**src/rtl/vuvmu_roq_alloc.sv**
```systemverilog
// Reorder queue tag allocator: hands out slot tags in order, accepts out-of-order
// responses into those slots, and releases data strictly in allocation order.
module vuvmu_roq_alloc #(
  parameter int ROQ_DATA_SIZE   = 128,
  parameter int ROQ_TAG_ENTRIES = 8,
  parameter int ROQ_TAG_SIZE    = 3
) (
  input  logic                     clk,
  input  logic                     reset,
  output logic                     roq_tag_val,
  input  logic                     roq_tag_rdy,
  output logic [ROQ_TAG_SIZE-1:0]  roq_tag_bits,
  input  logic                     roq_enq_val,
  input  logic [ROQ_TAG_SIZE-1:0]  roq_enq_tag_bits,
  input  logic [ROQ_DATA_SIZE-1:0] roq_enq_data_bits,
  output logic                     roq_deq_data_val,
  input  logic                     roq_deq_data_rdy,
  output logic [ROQ_DATA_SIZE-1:0] roq_deq_data_bits,
  output logic [ROQ_TAG_SIZE:0]    roq_count,
  output logic                     roq_err
);

  localparam logic [ROQ_TAG_SIZE:0]    ENTRIES_C   = (ROQ_TAG_SIZE+1)'(ROQ_TAG_ENTRIES);
  localparam logic [ROQ_TAG_SIZE:0]    COUNT_ONE_C = (ROQ_TAG_SIZE+1)'(1);
  localparam logic [ROQ_TAG_SIZE-1:0]  PTR_ONE_C   = (ROQ_TAG_SIZE)'(1);
  localparam logic [ROQ_TAG_ENTRIES-1:0] SLOT_ONE_C = (ROQ_TAG_ENTRIES)'(1);

  logic [ROQ_TAG_SIZE-1:0]    alloc_ptr_r;
  logic [ROQ_TAG_SIZE-1:0]    read_ptr_r;
  logic [ROQ_TAG_SIZE-1:0]    read_ptr_nxt_s;
  logic [ROQ_TAG_SIZE-1:0]    enq_off_s;
  logic [ROQ_TAG_SIZE:0]      count_r;
  logic [ROQ_TAG_SIZE:0]      count_nxt_s;
  logic [ROQ_TAG_ENTRIES-1:0] valid_r;
  logic [ROQ_TAG_ENTRIES-1:0] valid_nxt_s;
  logic [ROQ_TAG_ENTRIES-1:0] deq_mask_s;
  logic [ROQ_TAG_ENTRIES-1:0] enq_mask_s;
  logic [ROQ_DATA_SIZE-1:0]   data_r [ROQ_TAG_ENTRIES];
  logic                       deq_val_r;
  logic                       deq_val_nxt_s;
  logic                       err_r;
  logic                       alloc_fire_s;
  logic                       deq_fire_s;
  logic                       enq_legal_s;
  logic                       enq_bad_s;

  assign roq_tag_val       = (count_r < ENTRIES_C) && !reset;
  assign roq_tag_bits      = alloc_ptr_r;
  assign roq_deq_data_val  = deq_val_r;
  assign roq_deq_data_bits = data_r[read_ptr_r];
  assign roq_count         = count_r;
  assign roq_err           = err_r;

  // Handshakes, enqueue legality against the pre-update window, and next-state values
  always_comb begin
    alloc_fire_s = roq_tag_val && roq_tag_rdy;
    deq_fire_s   = deq_val_r && roq_deq_data_rdy;
    // Distance from the head; only slots inside the allocated window may be written
    enq_off_s    = roq_enq_tag_bits - read_ptr_r;
    enq_legal_s  = roq_enq_val && ({1'b0, enq_off_s} < count_r) && !valid_r[roq_enq_tag_bits];
    enq_bad_s    = roq_enq_val && !enq_legal_s;
    deq_mask_s   = {ROQ_TAG_ENTRIES{deq_fire_s}} & (SLOT_ONE_C << read_ptr_r);
    enq_mask_s   = {ROQ_TAG_ENTRIES{enq_legal_s}} & (SLOT_ONE_C << roq_enq_tag_bits);
    valid_nxt_s  = (valid_r & ~deq_mask_s) | enq_mask_s;
    if (deq_fire_s) begin
      read_ptr_nxt_s = read_ptr_r + PTR_ONE_C;
    end else begin
      read_ptr_nxt_s = read_ptr_r;
    end
    case ({alloc_fire_s, deq_fire_s})
      2'b10:   count_nxt_s = count_r + COUNT_ONE_C;
      2'b01:   count_nxt_s = count_r - COUNT_ONE_C;
      default: count_nxt_s = count_r;
    endcase
    deq_val_nxt_s = valid_nxt_s[read_ptr_nxt_s];
  end

  // Control state: pointers, occupancy, slot valid bits, head-valid register, sticky error
  always_ff @(posedge clk) begin
    if (reset) begin
      alloc_ptr_r <= '0;
      read_ptr_r  <= '0;
      count_r     <= '0;
      valid_r     <= '0;
      deq_val_r   <= 1'b0;
      err_r       <= 1'b0;
    end else begin
      if (alloc_fire_s) begin
        alloc_ptr_r <= alloc_ptr_r + PTR_ONE_C;
      end
      read_ptr_r <= read_ptr_nxt_s;
      count_r    <= count_nxt_s;
      valid_r    <= valid_nxt_s;
      deq_val_r  <= deq_val_nxt_s;
      err_r      <= err_r || enq_bad_s;
    end
  end

  // Response data storage; contents are qualified by the valid bits so need no reset
  always_ff @(posedge clk) begin
    if (enq_legal_s) begin
      data_r[roq_enq_tag_bits] <= roq_enq_data_bits;
    end
  end

endmodule

```
**config.mk**
```make
export PLATFORM = sky130hd
export DESIGN_NAME = vuvmu_roq_alloc
export DESIGN_NICKNAME = d
export VERILOG_FILES = /design/src/rtl/vuvmu_roq_alloc.sv
export SDC_FILE = /design/constraint.sdc
export NUM_CORES = 1
export LEC_CHECK = 0
export CORE_MARGIN = 4
export CORE_UTILIZATION = 45
export DETAILED_ROUTE_END_ITERATION = 8
export SLEW_MARGIN = 20
export SYNTH_ARGS = -nofsm -noshare
export SYNTH_HDL_FRONTEND = slang
export SYNTH_SLANG_ARGS = --single-unit
```
**constraint.sdc**
```tcl
create_clock -name clk -period 12.9 [get_ports clk]
set_input_delay 2.58 -clock clk [delete_from_list [all_inputs] [get_ports clk]]
set_output_delay 2.58 -clock clk [all_outputs]
set_load 0.005 [all_outputs]
```
==> results of run 1 <==
-- power groups by stage --
stage                     clock, mW  sequential, mW  combinational (mW)
final                          3.01            3.87                1.08
after global routing           3.24            3.88                1.17
after CTS                      3.09            3.88                1.11
after detailed placement          0            3.95                1.11
after global placement            0            3.94                1.10
after floorplan                   0            3.93               0.579
-- layer usage --
| metal | share of wire | vias up |
|---|---|---|
| met5 | 0.00065 | - |
| met4 | 0.013 | 8 |
| met3 | 0.058 | 96 |
| met2 | 0.50 | 487 |
| met1 | 0.43 | 10100 |
| li1 | - | 8336 |
-- flip-flops by register name, indices dropped and copies added, names as in the netlist --
name	cells
roq_count	4
valid_r	8
read_ptr_r	3
roq_deq_data_val	1
roq_err	1
roq_tag_bits	3
data_r	1024
-- final cells by class --
type,instances,area (sq um),area share
tap,1155,1450,0.0306
multi-input combinational,766,8170,0.173
clock inverter,60,717,0.0152
clock buffer,133,2730,0.0578
timing repair buffer,296,2990,0.0632
inverter,16,75.1,0.00159
sequential,1044,31200,0.659
antenna,6,15.0,0.000317
-- worst max-delay path: stages, from the launching register on --
cell and delay [ns]:
dfxtp_4 0.72, buf_4 0.75, buf_12 0.40, buf_16 0.51, mux4_2 0.57, nand2_1 0.07
nand2_1 0.19, clkdlybuf4s50_1 0.51
-- per-stage QoR --
step	area, sq um	hold slack, ns
floorplan	39800	0.453
global placement	43800	0.481
detailed placement	43800	0.476
CTS	47300	0.492
global route	47300	0.524
finish	47300	0.495
-- placed cells by master (no fill, tap or decap), drive strengths merged, types with 2 or more instances in the layout --
cell type and count:
inv 20, clkbuf 133, nand3 5, nor3 6, clkinvlp 2, nand2 397
o31ai 3, dfxtp 20, mux4 258, xnor2 3, nor2 19, o32ai 2
or4 2, nand4b 2, o21ai 3, a31oi 6, edfxtp 1024, clkdlybuf4s50 273
nor4 5, buf 23, bufinv 12, ha 13, and3 3, xor2 5
nand3b 3, diode 6, or3 2, fa 2, a21oi 13, clkinv 42
-- kinds of logic (layout without fill, tap and decap cells) --
kind of cell	count (synthesis)	count (layout)	synth area share
compound gates	36	36	0.00597
xor+xnor	8	8	0.00176
other cells	0	6	0
buf+inv	109	505	0.0128
fa+ha+maj	15	15	0.00509
flops	1044	1044	0.783
mux	259	259	0.146
simple gates	448	448	0.0453
-- worst max-delay path by stage --
| stage | startpoint | end | slack [ns] | cells past startpoint |
|---|---|---|---|---|
| after floorplan | roq_enq_tag_bits[0] | roq_deq_data_val$_SDFF_PP0_ | 2.72 | 13 |
| after global placement | roq_enq_tag_bits[0] | data_r[4][123]$_DFFE_PP_ | 5.15 | 13 |
| after detailed placement | roq_enq_tag_bits[0] | data_r[4][118]$_DFFE_PP_ | 5.15 | 13 |
| after CTS | read_ptr_r[0]$_SDFF_PP0_ | roq_deq_data_bits[11] | 5.66 | 6 |
| after global routing | read_ptr_r[0]$_SDFF_PP0_ | roq_deq_data_bits[11] | 5.36 | 7 |
| final | read_ptr_r[0]$_SDFF_PP0_ | roq_deq_data_bits[11] | 5.83 | 7 |
==> metrics.csv, run 1 <==
metric,value,unit
ios,274,
rsz0062_at_grt,false,
rows,108,
met3_usage,0.0398,
drc,0,
first_pass_iters,5,
ctsResizeCount,0,
regToRegStartpoint,read_ptr_r[1]$_SDFF_PP0_,
cap_violations,0,
finClkSkew,0.0347,ns
synth_edf_count,1024,
synth-main-ff-cell,edfxtp_1,
fp.coreArea,87300,sq um
dieWidth,305,um
timing.rr.end,data_r[4][111]$_DFFE_PP_,
gr-total-overflow,0,
clockPowerShare,0.378,
clockBufferDepth,3,
die_y,305,um
period_share,0.548,
dieArea,93300,sq um
p_seq_frac,0.486,
nNetsFinal,2380,
num_vias,19100,
totalNegativeSetupSlack,0,ns
h-tree-depth,3,
crit_arrival,4.49,ns
combinationalPowerShare,0.136,
yosysUniqueCellTypes,52,
grt_pass1_wl,133000,um
finalWirelength,88200,um
r2r_cells,10,
setup_viol,0,
synth_area,39800,sq um
synth_common_cells,"1024 x edfxtp_1, 397 x nand2_1, 256 x mux4_2",
cts_setup_buffers,0,
maxSlewHeadroom,0.258,
grt_pass1_vias,20300,
status,"complete, no violations",
crit_type,reg2out,
place_congestion,0.745,
syn_inst,1919,
fin_cells,3476,
io_buffer_count,273,
syn2layout_area_growth,18.8,%
fmax,141,MHz
clk_pin_slew,0.06,ns
yosysSeqAreaShare,0.783,
drt_iter0_drc,1708,
powerDensity,168,nW/um^2
fin_ws,5.83,ns
worstMarginPinSlew,1.11,ns
grt_max_degree,150,
antenna_found_initial,11,
vias_per_cell,5.49,
min_to,roq_err$_SDFF_PP0_,
async_reset_ff_frac,0,
min-delay-start,roq_err$_SDFF_PP0_,
antenna_left,0,
grt_busiest_layer,met2,
synth.most_common_cell,edfxtp_1,
leakagePower,15.0,nW
grt.met1_usage,0.267,
ctsHoldBuffers,0,
peakVddDrop,0.120,mV
synth.avg_cell_area,20.7,sq um
cp_max_fo,80,
required,10.32,ns
n_fill_cell,6824,
cts_made_buffers,105,
root_buffer,clkbuf_16,
total_power,7.97,mW
globalRouteTotalUtil,0.189,
ys_ff_latch,1044,
synth_warnings,0,
place_ws,5.15,ns
sw_frac_of_total,0.234,
r2r_slack,7.37,ns
yosysTopAreaCell,edfxtp_1,
drive_gt1_frac,0.190,
synth_top_area_frac,0.773,
yosys-top-cells-area,"edfxtp_1 77%, mux4_2 14%, nand2_1 3.7%, dfxtp_1 1.0%, ha_1 0.41%",
dp_cells,3276,
grt_use_met2,0.312,
slew_viol_final,0,
cts_tree,done,
hold_viol_final,0,
start_util,0.456,
p_switching,1.86,mW
intPower,6.11,mW
hp-class,reg2reg,
clock_sinks,1044,
min_path_cells,2,
fin_util,0.542,
syn_nets,2070,
avgRoutedWirePerCell,25.4,um
post-route-min-period,7.07,ns
clkLatencyLatePin,0.68,ns
dp_hpwl,47000,um
crit_path_end_kind,primary output,
startpoint_type,flop,
Power figures use the tool's default switching activity.
==> run 2: changes to the inputs <==
==> constraint.sdc (replaced) <==
create_clock -name clk -period 7.2 [get_ports clk]
set_input_delay 1.44 -clock clk [delete_from_list [all_inputs] [get_ports clk]]
set_output_delay 1.44 -clock clk [all_outputs]
set_load 0.005 [all_outputs]
==> metrics.csv, run 2 (same netlist as run 1, synthesis figures left out) <==
metric,value,unit,change
crit_arrival,3.64,ns,was 4.49 ns
crit_path_end_kind,primary output,,unchanged
final_cell_mix,"1024 x edfxtp_1, 397 x nand2_1, 273 x clkdlybuf4s50_1, 256 x mux4_2, 107 x clkbuf_16",,"was 1024 x edfxtp_1, 397 x nand2_1, 273 x clkdlybuf4s50_1, 256 x mux4_2, 105 x clkbuf_16"
antenna_left,0,,unchanged
finClkSkew,0.0158,ns,was 0.0347 ns
post-route-min-period,5.08,ns,
maxSlewHeadroom,0.305,,was 0.258
crit_type,reg2out,,unchanged
layout_commonest_cell,edfxtp_1,,unchanged
critPathTopFamily,buffers and inverters,,unchanged
largest_reg_flops,1024,,unchanged
cp_max_fo,44,,was 80
nNetsFinal,2386,,was 2380
clock_sinks,1044,,unchanged
leakagePower,15.1,nW,was 15.0 nW
start_util,0.456,,unchanged
rows,108,,unchanged
crit_chain,"buf_4, mux4_2, nand2_1, nand2_1, clkdlybuf4s50_1",,"was buf_4, buf_12, buf_16, mux4_2, nand2_1, nand2_1, clkdlybuf4s50_1"
die_y,305,um,unchanged
worstMarginPinSlew,1.04,ns,was 1.11 ns
gr-total-overflow,0,,unchanged
cap_violations,0,,unchanged
cts_setup_buffers,0,,unchanged
dp_hpwl,47200,um,was 47000 um
n_fill_cell,6790,,was 6824
hold_viol_final,0,,unchanged
io_buffer_count,273,,unchanged
finalWirelength,86800,um,was 88200 um
syn2layout_area_growth,19.0,%,was 18.8%
period_share,0.706,,
antenna_found_initial,18,,was 11
clkLatencyLatePin,0.66,ns,was 0.68 ns
fp.coreArea,87300,sq um,unchanged
cts_made_buffers,104,,was 105
dieArea,93300,sq um,unchanged
dp_cells,3284,,was 3276
cpMostUsedCell,nand2_1,,unchanged
critPathBufInv,2,,was 4
setup_viol,0,,unchanged
startpoint_type,flop,,unchanged
num_vias,18900,,was 19100
critical_path.max_stage_delay,0.93,ns,was 0.75 ns
required,5.76,ns,was 10.32 ns
status,"complete, no violations",,unchanged
fin_area,47400,sq um,was 47300 sq um
clockBufferDepth,3,,unchanged
first_pass_iters,4,,was 5
fmax,197,MHz,
peakVddDrop,0.194,mV,was 0.120 mV
rsz0062_at_grt,false,,unchanged
root_buffer,clkbuf_16,,unchanged
dpl-instance-area,44000,sq um,was 43800 sq um
grt_pass1_wl,131000,um,was 133000 um
drive_gt1_frac,0.196,,was 0.190
grt_max_degree,143,,was 150
ctsHoldBuffers,0,,unchanged
cp_slowest_cell,dfxtp_4,,was buf_4
ctsResizeCount,0,,unchanged
h-tree-depth,3,,unchanged
place_congestion,0.758,,was 0.745
largest-register,data_r,,unchanged
hp-class,reg2reg,,unchanged
vias_per_cell,5.44,,was 5.49
avgRoutedWirePerCell,24.9,um,was 25.4 um
grt_pass1_vias,20200,,was 20300
powerDensity,298,nW/um^2,was 168 nW/um^2
cts_tree,done,,unchanged
fin_cells,3480,,was 3476
slew_viol_final,0,,unchanged
globalRouteTotalUtil,0.187,,was 0.189
clk_pin_slew,0.06,ns,about the same
drc,0,,unchanged
ios,274,,unchanged
dieWidth,305,um,unchanged
drt_iter0_drc,1284,,was 1708
total_power,14.1,mW,was 7.97 mW
run 2: cell count changes in the layout (fill, tap and decap cells not counted), moves of 6 or more:
| cell | before | now |
|---|---|---|
| buf_12 | 5 | 13 |
| clkbuf_1 | 28 | 16 |
| clkinv_1 | 24 | 30 |
| clkinv_2 | 13 | 19 |
run 2: path summary, 6_finish.rpt:
path | from | to | slack [ns] | cells after the start
worst max-delay path | read_ptr_r[0]$_SDFF_PP0_ | roq_deq_data_bits[123] | 2.12 | 5
worst min-delay path | roq_err$_SDFF_PP0_ | roq_err$_SDFF_PP0_ | 0.47 | 2
worst max register to register | read_ptr_r[1]$_SDFF_PP0_ | data_r[7][103]$_DFFE_PP_ | 2.78 | 9
worst min register to register | roq_err$_SDFF_PP0_ | roq_err$_SDFF_PP0_ | 0.47 | 2
run 2: final cells by class:
type | count | area [sq um] | area share
Clock inverter | 69 | 632 | 0.0133
Multi-Input combinational cell | 766 | 8190 | 0.173
Sequential cell | 1044 | 31200 | 0.658
Antenna cell | 4 | 10.0 | 0.000211
Clock buffer | 123 | 2740 | 0.0578
Timing Repair Buffer | 303 | 3120 | 0.0659
Tap cell | 1155 | 1450 | 0.0305
Inverter | 16 | 77.6 | 0.00164
run 2: worst reg2reg max path, stage by stage (launching register included):
cell	delay, ns
dfxtp_4	0.93
inv_1	0.35
fa_2	0.44
xnor2_1	0.17
ha_1	0.27
and3b_1	0.20
and2_4	0.19
or3_1	0.48
inv_6	0.61
buf_4	0.45
run 2: through the flow:
stage               setup TNS [ns]  utilization  worst slack, ns  hold WS (ns)
floorplan                   -30.88            -           -0.611         0.453
global placement                 0        0.504             1.70         0.469
detailed placement               0        0.504             1.69         0.466
CTS                              0        0.543             1.92         0.485
global route                     0        0.543             1.80         0.502
finish                           0        0.543             2.12         0.472
run 2: routing by layer:
| layer | up-vias | share of wire | global-route usage |
|---|---|---|---|
| met5 | - | 0.0018 | 0 |
| met4 | 24 | 0.018 | 0.0440 |
| met3 | 140 | 0.056 | 0.0438 |
| met2 | 426 | 0.51 | 0.318 |
| met1 | 10000 | 0.42 | 0.247 |
| li1 | 8353 | - | - |
run 2: power breakdown:
group          switching (mW)  internal, mW  total [mW]
registers              0.0898          6.86        6.95
logic                   0.951         0.949        1.90
clock network            2.21          3.07        5.28
total                    3.25          10.9        14.1
